$ cat src/rtl/reg_bus_pkg.sv
// Purpose: shared address map, CTRL/STATUS bit positions and CTRL layout for reg_bus_slave.
// Latency: n/a (definitions only).
// Backpressure: n/a.
package reg_bus_pkg;

  // Register addresses
  localparam logic [7:0] ADDR_CTRL    = 8'h00;
  localparam logic [7:0] ADDR_STATUS  = 8'h01;
  localparam logic [7:0] ADDR_DATA    = 8'h02;
  localparam logic [7:0] ADDR_SCRATCH = 8'h03;

  // CTRL bit indices
  localparam int CTRL_DRAIN_EN = 0;
  localparam int CTRL_IRQ_EN   = 1;
  localparam int CTRL_FLUSH    = 2;

  // STATUS bit indices
  localparam int STAT_EMPTY    = 0;
  localparam int STAT_FULL     = 1;
  localparam int STAT_OVERFLOW = 2;
  localparam int STAT_CNT_LSB  = 4;

  // CTRL as stored. flush and rsvd are never stored as 1, so the whole
  // struct can be returned verbatim on a CTRL read.
  typedef struct packed {
    logic [4:0] rsvd;
    logic       flush;
    logic       irq_en;
    logic       drain_en;
  } ctrl_t;

  // STATUS has only four count bits; a DEPTH=16 FIFO reports 15 when full.
  function automatic logic [3:0] sat_count4(input logic [4:0] cnt);
    return (cnt > 5'd15) ? 4'hF : cnt[3:0];
  endfunction

endpackage

$ cat src/rtl/sync_fifo.sv
// Purpose: generic single-clock FIFO with count, synchronous flush and async active-low reset.
// Latency: push visible at dout/count the cycle after the push edge; dout is the combinational head.
// Backpressure: push while full is ignored unless a pop happens in the same cycle; pop while empty is ignored.
// Ports: clk_i, rstn_i; push_i/pop_i/flush_i/din_i in; dout_o (head), count_o (0..DEPTH), full_o, empty_o out.
module sync_fifo #(
  parameter int DEPTH = 8,
  parameter int WIDTH = 8
) (
  input  logic                   clk_i,
  input  logic                   rstn_i,
  input  logic                   push_i,
  input  logic                   pop_i,
  input  logic                   flush_i,
  input  logic [WIDTH-1:0]       din_i,
  output logic [WIDTH-1:0]       dout_o,
  output logic [$clog2(DEPTH):0] count_o,
  output logic                   full_o,
  output logic                   empty_o
);

  localparam int AW = $clog2(DEPTH);
  localparam int CW = AW + 1;

  logic [WIDTH-1:0] mem_q [DEPTH];
  logic [AW-1:0]    wr_ptr_q, wr_ptr_d;
  logic [AW-1:0]    rd_ptr_q, rd_ptr_d;
  logic [CW-1:0]    count_q, count_d;
  logic             do_push, do_pop;

  assign full_o  = (count_q == CW'(DEPTH));
  assign empty_o = (count_q == '0);
  assign count_o = count_q;
  assign dout_o  = mem_q[rd_ptr_q];

  // Flush wins over everything. A push into a full FIFO still lands when
  // the head leaves in the same cycle, because the slot it frees is reused.
  assign do_pop  = pop_i & ~empty_o & ~flush_i;
  assign do_push = push_i & ~flush_i & (~full_o | do_pop);

  always_comb begin
    wr_ptr_d = wr_ptr_q;
    rd_ptr_d = rd_ptr_q;
    count_d  = count_q;
    if (flush_i) begin
      wr_ptr_d = '0;
      rd_ptr_d = '0;
      count_d  = '0;
    end else begin
      if (do_push) wr_ptr_d = wr_ptr_q + AW'(1);
      if (do_pop)  rd_ptr_d = rd_ptr_q + AW'(1);
      case ({do_push, do_pop})
        2'b10:   count_d = count_q + CW'(1);
        2'b01:   count_d = count_q - CW'(1);
        default: count_d = count_q;
      endcase
    end
  end

  always_ff @(posedge clk_i or negedge rstn_i) begin
    if (!rstn_i) begin
      wr_ptr_q <= '0;
      rd_ptr_q <= '0;
      count_q  <= '0;
      for (int i = 0; i < DEPTH; i++) mem_q[i] <= '0;
    end else begin
      wr_ptr_q <= wr_ptr_d;
      rd_ptr_q <= rd_ptr_d;
      count_q  <= count_d;
      if (do_push) mem_q[wr_ptr_q] <= din_i;
    end
  end

endmodule

$ cat src/rtl/reg_bus_slave.sv
// Purpose: register bank (CTRL/STATUS/DATA/SCRATCH) on the 8-bit en/wr bus; DATA writes feed a FIFO drained as a byte stream.
// Latency: rdata one cycle after the read strobe; a pushed byte can appear on tx_data the cycle after the write.
// Backpressure: tx_valid held until tx_ready; DATA writes into a full FIFO are dropped and set sticky overflow.
// Ports: clk, rstn; bus en/wr/addr/wdata in, rdata out; stream tx_valid/tx_data out, tx_ready in;
//        irq out only when REG_BUS_SLAVE_IRQ_EN is defined (otherwise CTRL.irq_en is not stored).
module reg_bus_slave
  import reg_bus_pkg::*;
#(
  parameter int         DEPTH       = 8,
  parameter logic [7:0] SCRATCH_RST = 8'hA5
) (
  input  logic       clk,
  input  logic       rstn,
  input  logic       en,
  input  logic       wr,
  input  logic [7:0] addr,
  input  logic [7:0] wdata,
  output logic [7:0] rdata,
  output logic       tx_valid,
  output logic [7:0] tx_data,
  input  logic       tx_ready
`ifdef REG_BUS_SLAVE_IRQ_EN
  ,
  output logic       irq
`endif
);

  localparam int CW = $clog2(DEPTH) + 1;

  ctrl_t         ctrl_q, ctrl_d;
  logic [7:0]    scratch_q, scratch_d;
  logic [7:0]    rdata_q, rdata_d;
  logic          ovf_q, ovf_d;

  logic          wr_acc, rd_acc;
  logic          ctrl_wr, stat_wr, data_wr, scr_wr;
  logic          fifo_push, fifo_pop, fifo_flush;
  logic [7:0]    fifo_dout;
  logic [CW-1:0] fifo_count;
  logic          fifo_full, fifo_empty;
  logic [7:0]    status;

  assign wr_acc  = en & wr;
  assign rd_acc  = en & ~wr;
  assign ctrl_wr = wr_acc & (addr == ADDR_CTRL);
  assign stat_wr = wr_acc & (addr == ADDR_STATUS);
  assign data_wr = wr_acc & (addr == ADDR_DATA);
  assign scr_wr  = wr_acc & (addr == ADDR_SCRATCH);

  assign tx_valid   = ctrl_q.drain_en & ~fifo_empty;
  assign tx_data    = fifo_dout;
  assign fifo_pop   = tx_valid & tx_ready;
  assign fifo_push  = data_wr;
  // Flush is a pulse taken straight from the CTRL write; it is never stored.
  assign fifo_flush = ctrl_wr & wdata[CTRL_FLUSH];

  sync_fifo #(
    .DEPTH (DEPTH),
    .WIDTH (8)
  ) u_fifo (
    .clk_i   (clk),
    .rstn_i  (rstn),
    .push_i  (fifo_push),
    .pop_i   (fifo_pop),
    .flush_i (fifo_flush),
    .din_i   (wdata),
    .dout_o  (fifo_dout),
    .count_o (fifo_count),
    .full_o  (fifo_full),
    .empty_o (fifo_empty)
  );

  // Pre-edge view of the FIFO, so a STATUS read ignores this cycle's push/pop.
  always_comb begin
    status                              = '0;
    status[STAT_EMPTY]                  = fifo_empty;
    status[STAT_FULL]                   = fifo_full;
    status[STAT_OVERFLOW]               = ovf_q;
    status[STAT_CNT_LSB +: 4]           = sat_count4(5'(fifo_count));
  end

  always_comb begin
    ctrl_d    = ctrl_q;
    scratch_d = scratch_q;
    ovf_d     = ovf_q;
    rdata_d   = rdata_q;

    if (ctrl_wr) begin
      ctrl_d          = '0;
      ctrl_d.drain_en = wdata[CTRL_DRAIN_EN];
`ifdef REG_BUS_SLAVE_IRQ_EN
      ctrl_d.irq_en   = wdata[CTRL_IRQ_EN];
`endif
    end

    if (scr_wr) scratch_d = wdata;

    // Clear first so a simultaneous overflow event wins. A push into a
    // full FIFO only overflows when no pop frees a slot that cycle.
    if (stat_wr && wdata[STAT_OVERFLOW]) ovf_d = 1'b0;
    if (fifo_push && fifo_full && !fifo_pop && !fifo_flush) ovf_d = 1'b1;

    if (rd_acc) begin
      case (addr)
        ADDR_CTRL:    rdata_d = ctrl_q;
        ADDR_STATUS:  rdata_d = status;
        ADDR_SCRATCH: rdata_d = scratch_q;
        default:      rdata_d = 8'h00;
      endcase
    end
  end

  always_ff @(posedge clk or negedge rstn) begin
    if (!rstn) begin
      ctrl_q    <= '0;
      scratch_q <= SCRATCH_RST;
      ovf_q     <= 1'b0;
      rdata_q   <= 8'h00;
    end else begin
      ctrl_q    <= ctrl_d;
      scratch_q <= scratch_d;
      ovf_q     <= ovf_d;
      rdata_q   <= rdata_d;
    end
  end

  assign rdata = rdata_q;

`ifdef REG_BUS_SLAVE_IRQ_EN
  logic irq_q, irq_d;

  assign irq_d = ctrl_q.irq_en & (ovf_q | (fifo_count >= CW'(DEPTH / 2)));

  always_ff @(posedge clk or negedge rstn) begin
    if (!rstn) irq_q <= 1'b0;
    else       irq_q <= irq_d;
  end

  assign irq = irq_q;
`endif

endmodule

$ cat config.mk
export PLATFORM = sky130hd
export DESIGN_NAME = reg_bus_slave
export DESIGN_NICKNAME = d
export VERILOG_FILES = /design/src/rtl/reg_bus_pkg.sv /design/src/rtl/sync_fifo.sv /design/src/rtl/reg_bus_slave.sv
export SDC_FILE = /design/constraint.sdc
export NUM_CORES = 1
export LEC_CHECK = 0
export BUFFER_PORTS_ARGS = -buffer_cell sky130_fd_sc_hd__buf_2
export CORE_ASPECT_RATIO = 1.2
export CORE_MARGIN = 4
export CORE_UTILIZATION = 30
export CTS_BUF_LIST = sky130_fd_sc_hd__clkbuf_16
export DETAILED_ROUTE_END_ITERATION = 12
export PLACE_DENSITY_LB_ADDON = 0.25
export SYNTH_ARGS = -nofsm -noshare
export SYNTH_HDL_FRONTEND = slang
export SYNTH_HIERARCHICAL = 1
export SYNTH_SLANG_ARGS = --single-unit
$ cat constraint.sdc
create_clock -name clk -period 3.3 [get_ports clk]
set_input_delay 0.495 -clock clk [delete_from_list [all_inputs] [get_ports clk]]
set_output_delay 0.495 -clock clk [all_outputs]
set_load 0.005 [all_outputs]
==> results.py, run 1 <==
metrics = {
    "pwr": {
        "p_per_area_nw_per_um2": 407,
        "p_leak_nw": 2.58,
        "p_seq_share_pct": 53.5,
        "p_int_mw": 1.66,
        "p_comb_share_pct": 4.4,
        "swShare_pct": 22.3,
        "power_frac_clock_pct": 42.0,
        "p_switching_mw": 0.476,
        "ir_worst_vdd_mv": 0.241,
    },
    "placed_design": {
        "port_buffers": 37,
        "dp_hpwl_um": 6790,
        "place.gp.congestion": 0.881,
    },
    "drt": {
        "vias": 2742,
        "routed.top_layer": "met4",
        "wl_met3_um": 359,
        "routed_wl_um": 10000,
        "drc": 0,
        "initialDrtViolationCount": 93,
        "detail-route-antenna-nets": 0,
        "viasPerCell": 4.84,
        "firstDrtPassIters": 4,
        "drt-met1-wl_um": 4560,
        "drt-wirelength-per-cell_um": 17.7,
        "dr_wl_met2_um": 4990,
    },
    "sta": {
        "worstMarginPinSlew_ns": 0.715,
        "fin_tns_setup_ns": 0,
        "rsz0062_at_grt": "no",
        "hold_viol": 0,
        "fin_skew_ns": 0.00626,
        "period_needed_ns": 3.02,
        "finalMaxSlewViolations": 0,
        "relSlewSlack_pct": 52.2,
        "post-route-period-util_pct": 91.5,
        "setup_violations": 0,
        "fmax_mhz": 331,
    },
    "global_routing": {
        "grt_max_degree": 42,
        "grt_pass1_wl_um": 16300,
        "overflow": 0,
        "grt_pass1_vias": 2897,
        "antenna_found_initial": 0,
        "grt_usage_pct": 12.4,
    },
    "clock_network": {
        "cts_tree": "built",
        "clk_pin_slew_ns": 0.06,
        "cts_resized": 0,
        "numClockSinks": 92,
        "cts_max_path_buffers": 2,
        "clock_latency_ns": 0.34,
        "htree_levels": 3,
        "cts-root-buf": "clkbuf_16",
        "cts_setup_buffers": 0,
        "hold_buffers": 0,
        "cts_inserted_buffers": 9,
    },
    "logic_synthesis": {
        "async_flop_share_pct": 100,
        "synth_edf_count": 0,
        "ys_types": 54,
        "yosysSeqAreaShare_pct": 50.1,
        "synth-seq-cells": 92,
        "synth_area_um2": 4600,
        "synth.net_count": 347,
        "syn_inst": 321,
        "syn_area_per_cell_um2": 14.3,
        "synth_flop_cell": "dfrtp_1",
        "yosysWarnings": 6,
    },
    "critical_path": {
        "cpMaxStageDelayCell": "or4_4",
        "path_cells": "or4_4 > inv_1 > and3b_1 > nand2_1 > nor3_1 > ha_1 > a211oi_1 > o21ai_0 > a31oi_1 > a21oi_1",
        "setup.worst_path.start_class": "flip-flop",
        "r2r_start": "u_fifo/count_o[0]",
        "max_stage_delay_ns": 0.66,
        "critPathBufInv": 1,
        "cp.arrival_ns": 3.23,
        "crit_path_start": "u_fifo/count_o[0]",
        "critPathKind": "flip-flop to flip-flop",
        "worst_setup_path_end_kind": "flip-flop",
        "crit_required_ns": 3.52,
        "worstPathMaxFanout": 9,
        "crit_family": "simple AND/OR/NAND/NOR gates",
    },
    "hold_path": {
        "hold_class": "input port to async pin",
    },
    "floorplanning": {
        "dieWidth_um": 121,
        "initial_core_util_pct": 30.6,
        "pin_count": 38,
        "rows": 49,
        "core-area_um2": 15000,
        "die_area_um2": 17400,
        "dieHeight_um": 144,
    },
    "final_layout": {
        "antenna_cells": 0,
        "area_growth_syn_to_layout_pct": 14.2,
        "nets": 386,
        "drive_above_1_share_pct": 47.9,
        "final_core_util_pct": 35.0,
    },
    "outcome": {
        "outcome": "finished, final reports clean",
    },
    "run": {
        "maxCapViolCount": 0,
    },
}
-- routing by layer --
| metal | global-route usage, % | vias up |
|---|---|---|
| li1 | - | 1276 |
| met1 | 15.9 | 1414 |
| met2 | 20.9 | 43 |
| met3 | 3.11 | 9 |
| met4 | 3.40 | 0 |
| met5 | 0 | - |
-- power by group through the flow --
stage	clock network (mW)	logic (mW)	registers, mW
2_1_floorplan	0	0.0416	1.16
3_3_place_gp	0	0.0970	1.17
3_5_place_dp	0	0.0985	1.17
4_1_cts	0.943	0.0989	1.14
5_1_grt	0.991	0.110	1.14
6_report	0.899	0.0948	1.14
-- Yosys cell counts (all sizes together), types with 6 or more instances --
cell type | instances | area share [%]
dfrtp | 88 | 48
mux2 | 82 | 20
mux4 | 16 | 7.8
nand2 | 13 | 1.1
buf | 12 | 1.7
nor2 | 12 | 1.0
o21ai | 10 | 1.3
mux2i | 8 | 1.7
nand3 | 6 | 0.65
nand4b | 6 | 2.4
-- worst paths after layout --
path	endpoint	depth (start not counted)	slack (ns)
max in group asynchronous	scratch_q[0]	2	2.28
min in group clk	rdata[5]	2	0.47
worst min-delay path	rdata[1]	1	0.15
worst min register to register	rdata[5]	2	0.47
worst max register to register	u_fifo/count_o[3]	10	0.28
worst max-delay path	u_fifo/count_o[3]	10	0.28
-- stage by stage --
stage	power, mW	setup slack [ns]	hold WS, ns	instance area, um2	cells
floorplan	1.20	0.374	0.199	4600	321
global placement	1.26	0.368	0.458	5010	553
detailed placement	1.26	0.310	0.469	5010	553
CTS	2.19	0.314	0.166	5260	567
global route	2.25	0.0867	0.191	5260	567
finish	2.14	0.282	0.148	5260	567
-- cell families (layout without fill, tap and decap cells) --
| family | Yosys count | in the layout | share of synthesized area [%] |
|---|---|---|---|
| AO/OA/AOI/OAI | 24 | 24 | 3.94 |
| XOR/XNOR | 4 | 4 | 0.761 |
| adder cells (fa/ha/maj) | 5 | 5 | 1.52 |
| buffers and inverters | 22 | 64 | 2.50 |
| flip-flops | 92 | 92 | 50.1 |
| multiplexers | 106 | 106 | 29.9 |
| AND/OR/NAND/NOR | 68 | 68 | 11.3 |
-- flip-flops by register name, summed over array words and instances, names as in the netlist --
name	count
u_fifo/wr_ptr_q	3
ovf_q	1
scratch_q	8
u_fifo/mem_q	64
ctrl_q	1
u_fifo/rd_ptr_q	3
rdata	8
u_fifo/count_o	4
-- area by class of cell --
type / count / area (um2)
clock buffers: 9 / 225
clock inverters: 5 / 23.8
fillers: 1462 / 9760
inverters: 5 / 18.8
multi-input cells: 207 / 2180
flip-flops and latches: 92 / 2310
well taps: 204 / 255
repair buffers: 45 / 248
-- cell usage in the layout (no fill, tap or decap), types with 2 or more instances in the layout --
cell and instances:
nor4_1 2, and3_1 2, ha_1 4, nor2_1 11, clkbuf_16 9, o211ai_1 2, mux2_2 79, nand4b_1 2
nand4_1 2, xor2_1 2, nand2_1 12, buf_4 9, nor3_1 2, inv_1 7, a31oi_1 2, nand4b_4 4
mux4_2 16, dfstp_2 4, mux2i_1 8, buf_2 36, dfrtp_1 88, mux2_4 3, a21oi_1 3, o21ai_0 9
nand3_1 6, nor2b_1 5, nand2b_1 4, nand4_4 3, xnor2_1 2
No activity file was read; power rests on OpenSTA's default activity.
==> run 2, diff against run 1 <==
==> constraint.sdc (replaced) <==
create_clock -name clk -period 2.61 [get_ports clk]
set_input_delay 0.3915 -clock clk [delete_from_list [all_inputs] [get_ports clk]]
set_output_delay 0.3915 -clock clk [all_outputs]
set_load 0.005 [all_outputs]
==> results.py, run 2 (synthesized netlist as in run 1, its figures left out) <==
metrics = {
    "floorplanning": {
        "die_area_um2": 17400,
        "pin_count": 38,
        "dieHeight_um": 144,
        "core-area_um2": 15000,
        "rows": 49,
        "initial_core_util_pct": 30.6,
        "dieWidth_um": 121,
    },
    "critical_path": {
        "cpMaxStageDelayCell": "or4_4",
        "path_cells": "or4_4 > inv_4 > and3b_2 > nand2_4 > nor3_2 > ha_1 > nor2_2 > or3_4 > a31oi_2 > a21oi_2",
        "ff2ff_path_depth": 10,
        "worst_setup_path_end_kind": "flip-flop",
        "crit_required_ns": 2.83,
        "cp.arrival_ns": 2.78,
        "regToRegSetupSlack_ns": 0.05,
        "crit_path_start": "u_fifo/count_o[0]",
        "max_stage_delay_ns": 0.56,
        "setup.worst_path.start_class": "flip-flop",
        "critPathKind": "flip-flop to flip-flop",
        "worstPathMaxFanout": 4,
        "r2r_start": "u_fifo/count_o[0]",
    },
    "drt": {
        "firstDrtPassIters": 4,
        "dr_wl_met2_um": 5360,
        "drt-wirelength-per-cell_um": 17.8,
        "vias": 2842,
        "routed_wl_um": 10400,
        "detail-route-antenna-nets": 0,
        "routed.top_layer": "met4",
        "wl_met3_um": 254,
        "initialDrtViolationCount": 115,
        "drc": 0,
        "viasPerCell": 4.86,
        "drt-met1-wl_um": 4590,
    },
    "clock_network": {
        "cts_tree": "built",
        "cts-root-buf": "clkbuf_16",
        "numClockSinks": 92,
        "hold_buffers": 0,
        "clk_pin_slew_ns": 0.07,
        "cts_max_path_buffers": 2,
        "clock_latency_ns": 0.34,
        "htree_levels": 3,
        "cts_inserted_buffers": 9,
    },
    "sta": {
        "fin_tns_setup_ns": 0,
        "period_needed_ns": 2.56,
        "setup_violations": 0,
        "worst_hold_slack_ns": 0.0875,
        "fin_skew_ns": 0.00901,
        "relSlewSlack_pct": 55.3,
        "hold_viol": 0,
        "fmax_mhz": 391,
        "post-route-period-util_pct": 97.9,
        "finalMaxSlewViolations": 0,
        "worstMarginPinSlew_ns": 0.671,
    },
    "final_layout": {
        "num-fill-cells": 1447,
        "nets": 402,
        "drive_above_1_share_pct": 53.0,
        "final_common_cell": "dfrtp_1",
        "layout_common_cells": "87 x dfrtp_1, 79 x mux2_2, 36 x buf_2",
        "final_core_util_pct": 36.8,
        "largest-register": "u_fifo/mem_q",
        "final_area_um2": 5530,
        "largest_register_ffs": 64,
        "antenna_cells": 0,
        "area_growth_syn_to_layout_pct": 20.1,
    },
    "run": {
        "maxCapViolCount": 0,
    },
    "pwr": {
        "ir_worst_vdd_mv": 0.374,
        "p_per_area_nw_per_um2": 535,
        "p_leak_nw": 2.73,
        "total_power_mw": 2.95,
    },
    "outcome": {
        "outcome": "finished, final reports clean",
    },
    "global_routing": {
        "grt_pass1_vias": 3026,
        "overflow": 0,
        "antenna_found_initial": 0,
        "grt_pass1_wl_um": 16900,
        "grt_max_degree": 51,
        "grt_usage_pct": 12.8,
    },
    "placed_design": {
        "place.gp.congestion": 0.805,
        "place_area_um2": 5150,
        "dp_hpwl_um": 7030,
        "port_buffers": 37,
    },
    "hold_path": {
        "hold_class": "input port to async pin",
    },
}
==> run 2: power breakdown <==
group,switching (mW),internal [mW],total (mW)
Clock,0.545,0.831,1.38
Combinational,0.0834,0.0505,0.134
Sequential,0.00877,1.44,1.44
Total,0.638,2.32,2.95
==> run 2: layout make-up <==
cell class / instances / area (um2) / area share (%)
clock buffers: 9 / 225 / 4.08
clock inverters: 7 / 87.6 / 1.58
multi-input cells: 207 / 2220 / 40.2
well taps: 204 / 255 / 4.62
flip-flops and latches: 92 / 2310 / 41.8
inverters: 5 / 21.3 / 0.385
repair buffers: 61 / 405 / 7.34
==> run 2: worst max-delay path: cells and delay by family, from the launching register on <==
kind,cells,cell delay [ns]
buffers and inverters,1,0.07
adder cells (fa/ha/maj),1,0.32
flip-flops,1,0.40
AO/OA/AOI/OAI,2,0.28
AND/OR/NAND/NOR,6,1.40
==> run 2: metal layers <==
layer	vias to the layer above	global-route usage (%)
met5	-	0
met4	0	5.25
met3	12	2.05
met2	43	21.9
met1	1476	16.1
li1	1311	-
==> run 2: metrics by stage <==
stage | setup slack, ns | instances
final | 0.0542 | 585
after global routing | -0.00756 | 585
after CTS | 0.0627 | 581
after detailed placement | -0.0100 | 565
after global placement | 0.00822 | 565
after floorplan | -0.0737 | 321
==> run 2: timing repair <==
item | 4_1_cts | 5_1_grt
resized for setup | 0 | 8
endpoints found under the setup margin | 0 | 1
setup buffers | 0 | 4
endpoints found under the hold margin | 0 | 0
==> run 2: worst paths after layout <==
path                                endpoint
max                        u_fifo/count_o[3]
min                         u_fifo/mem_q[58]
max reg2reg                u_fifo/count_o[3]
min reg2reg                         rdata[6]
max in group asynchronous   u_fifo/mem_q[15]
min in group clk                    rdata[0]
==> run 3, diff against run 2 <==
--- a/config.mk
+++ b/config.mk
@@ -8,7 +8,7 @@
 export BUFFER_PORTS_ARGS = -buffer_cell sky130_fd_sc_hd__buf_2
 export CORE_ASPECT_RATIO = 1.2
 export CORE_MARGIN = 4
-export CORE_UTILIZATION = 30
+export CORE_UTILIZATION = 50
 export CTS_BUF_LIST = sky130_fd_sc_hd__clkbuf_16
 export DETAILED_ROUTE_END_ITERATION = 12
 export PLACE_DENSITY_LB_ADDON = 0.25
==> results.py, run 3 (synthesized netlist as in run 1, its figures left out) <==
metrics = {
    "placed_design": {
        "place.gp.congestion": 0.845,
        "place_ws_ns": 0.0106,
        "dp_hpwl_um": 6420,
        "port_buffers": 37,
        "place_area_um2": 5010,
        "dp.cells": 479,
    },
    "sta": {
        "fin_skew_ns": 0.00695,
        "hold_viol": 0,
        "finalMaxSlewViolations": 0,
        "period_needed_ns": 2.57,
        "fin_ws_ns": 0.0447,
        "fmax_mhz": 390,
        "worst_hold_slack_ns": 0.0767,
        "worstMarginPinSlew_ns": 0.662,
        "rsz0062_at_grt": "no",
        "setup_violations": 0,
        "relSlewSlack_pct": 55.8,
        "post-route-period-util_pct": 98.3,
    },
    "final_layout": {
        "drive_above_1_share_pct": 52.9,
        "largest-register": "u_fifo/mem_q",
        "area_growth_syn_to_layout_pct": 16.2,
        "nets": 399,
        "final_area_um2": 5350,
        "final_core_util_pct": 59.2,
        "final_common_cell": "dfrtp_1",
        "largest_register_ffs": 64,
        "finalNonFillerCells": 498,
        "antenna_cells": 0,
        "layout_common_cells": "87 x dfrtp_1, 79 x mux2_2, 36 x buf_2",
    },
    "floorplanning": {
        "die_area_um2": 10800,
        "core-area_um2": 9030,
        "initial_core_util_pct": 50.9,
        "dieWidth_um": 95.6,
        "dieHeight_um": 113,
        "rows": 38,
        "pin_count": 38,
    },
    "global_routing": {
        "grtUsageMet2_pct": 31.2,
        "busiest_layer": "met2",
        "overflow": 0,
        "grt_pass1_wl_um": 15100,
        "antenna_found_initial": 0,
        "grt.met1_usage_pct": 24.0,
        "grt_usage_pct": 18.5,
        "grt_max_degree": 53,
        "grt_pass1_vias": 2923,
        "use_met3_pct": 2.93,
    },
    "clock_network": {
        "clk_pin_slew_ns": 0.07,
        "cts_inserted_buffers": 9,
        "cts_tree": "built",
        "clock_latency_ns": 0.34,
        "cts-root-buf": "clkbuf_16",
        "htree_levels": 3,
        "hold_buffers": 0,
        "cts_max_path_buffers": 2,
        "numClockSinks": 92,
    },
    "critical_path": {
        "r2r_end": "u_fifo/count_o[3]",
        "crit_path_start": "u_fifo/count_o[0]",
        "worstPathMaxFanout": 4,
        "cp.arrival_ns": 2.83,
        "setup.worst_path.start_class": "flip-flop",
        "worst_setup_path_end_kind": "flip-flop",
        "regToRegSetupSlack_ns": 0.04,
        "cp-endpoint": "u_fifo/count_o[3]",
        "crit_required_ns": 2.88,
        "r2r_start": "u_fifo/count_o[0]",
        "critPathKind": "flip-flop to flip-flop",
        "ff2ff_path_depth": 10,
    },
    "pwr": {
        "p_leak_nw": 2.69,
        "ir_worst_vdd_mv": 0.346,
        "p_per_area_nw_per_um2": 535,
    },
    "drt": {
        "routed_wl_um": 9440,
        "vias": 2811,
        "firstDrtPassIters": 4,
        "drt-wirelength-per-cell_um": 19.0,
        "initialDrtViolationCount": 106,
        "drc": 0,
        "detail-route-antenna-nets": 0,
        "viasPerCell": 5.64,
    },
    "hold_path": {
        "hold_class": "input port to async pin",
    },
    "outcome": {
        "outcome": "finished, final reports clean",
    },
    "run": {
        "maxCapViolCount": 0,
    },
}
-- run 3: metrics by stage --
step / TNS [ns] / power, mW
after floorplan: -0.0737 / 1.52
after global placement: 0 / 1.60
after detailed placement: 0 / 1.60
after CTS: 0 / 2.88
after global routing: 0 / 2.95
final: 0 / 2.86
-- run 3: layout make-up --
type / instances / area, um2
flip-flops and latches: 92 / 2310
multi-input cells: 207 / 2210
repair buffers: 58 / 362
clock inverters: 7 / 67.6
well taps: 120 / 150
clock buffers: 9 / 225
fillers: 739 / 3690
inverters: 5 / 18.8
-- run 3: timing repair --
item,4_1_cts,5_1_grt
gates resized for setup,0,6
setup endpoints to repair,0,1
setup buffers,0,3
-- run 3: worst min path at each step --
stage | start | end | cells past startpoint
final | rstn | rdata[6] | 1
after global placement | rstn | rdata[6] | 1
after CTS | rstn | rdata[6] | 1
after global routing | rstn | rdata[6] | 1
after detailed placement | rstn | rdata[6] | 1
after floorplan | rstn | ctrl_q[0] | 0
-- run 3: worst max-delay path: stages, from the launching register on --
cell and delay, ns:
dfrtp_2 0.41, or4_4 0.55, inv_2 0.07, and3b_2 0.22, nand2_4 0.07, nor3_2 0.05, ha_1 0.30, a211oi_2 0.09
or3_4 0.39, a21o_1 0.20, a21oi_2 0.12
-- run 3: metal layers --
metal | vias to the layer above | wire length, um | share of wire [%]
li1 | 1307 | - | -
met1 | 1439 | 4130 | 44
met2 | 53 | 4840 | 51
met3 | 12 | 291 | 3.1
met4 | 0 | 186 | 2.0
met5 | - | 0 | 0
-- run 3: report_power, final --
group	internal (mW)	total [mW]	switching, mW	leakage, nW
clock	0.739	1.29	0.548	0.143
combinational	0.0482	0.128	0.0799	1.28
sequential	1.44	1.44	0.00855	1.27
total	2.22	2.86	0.636	2.69
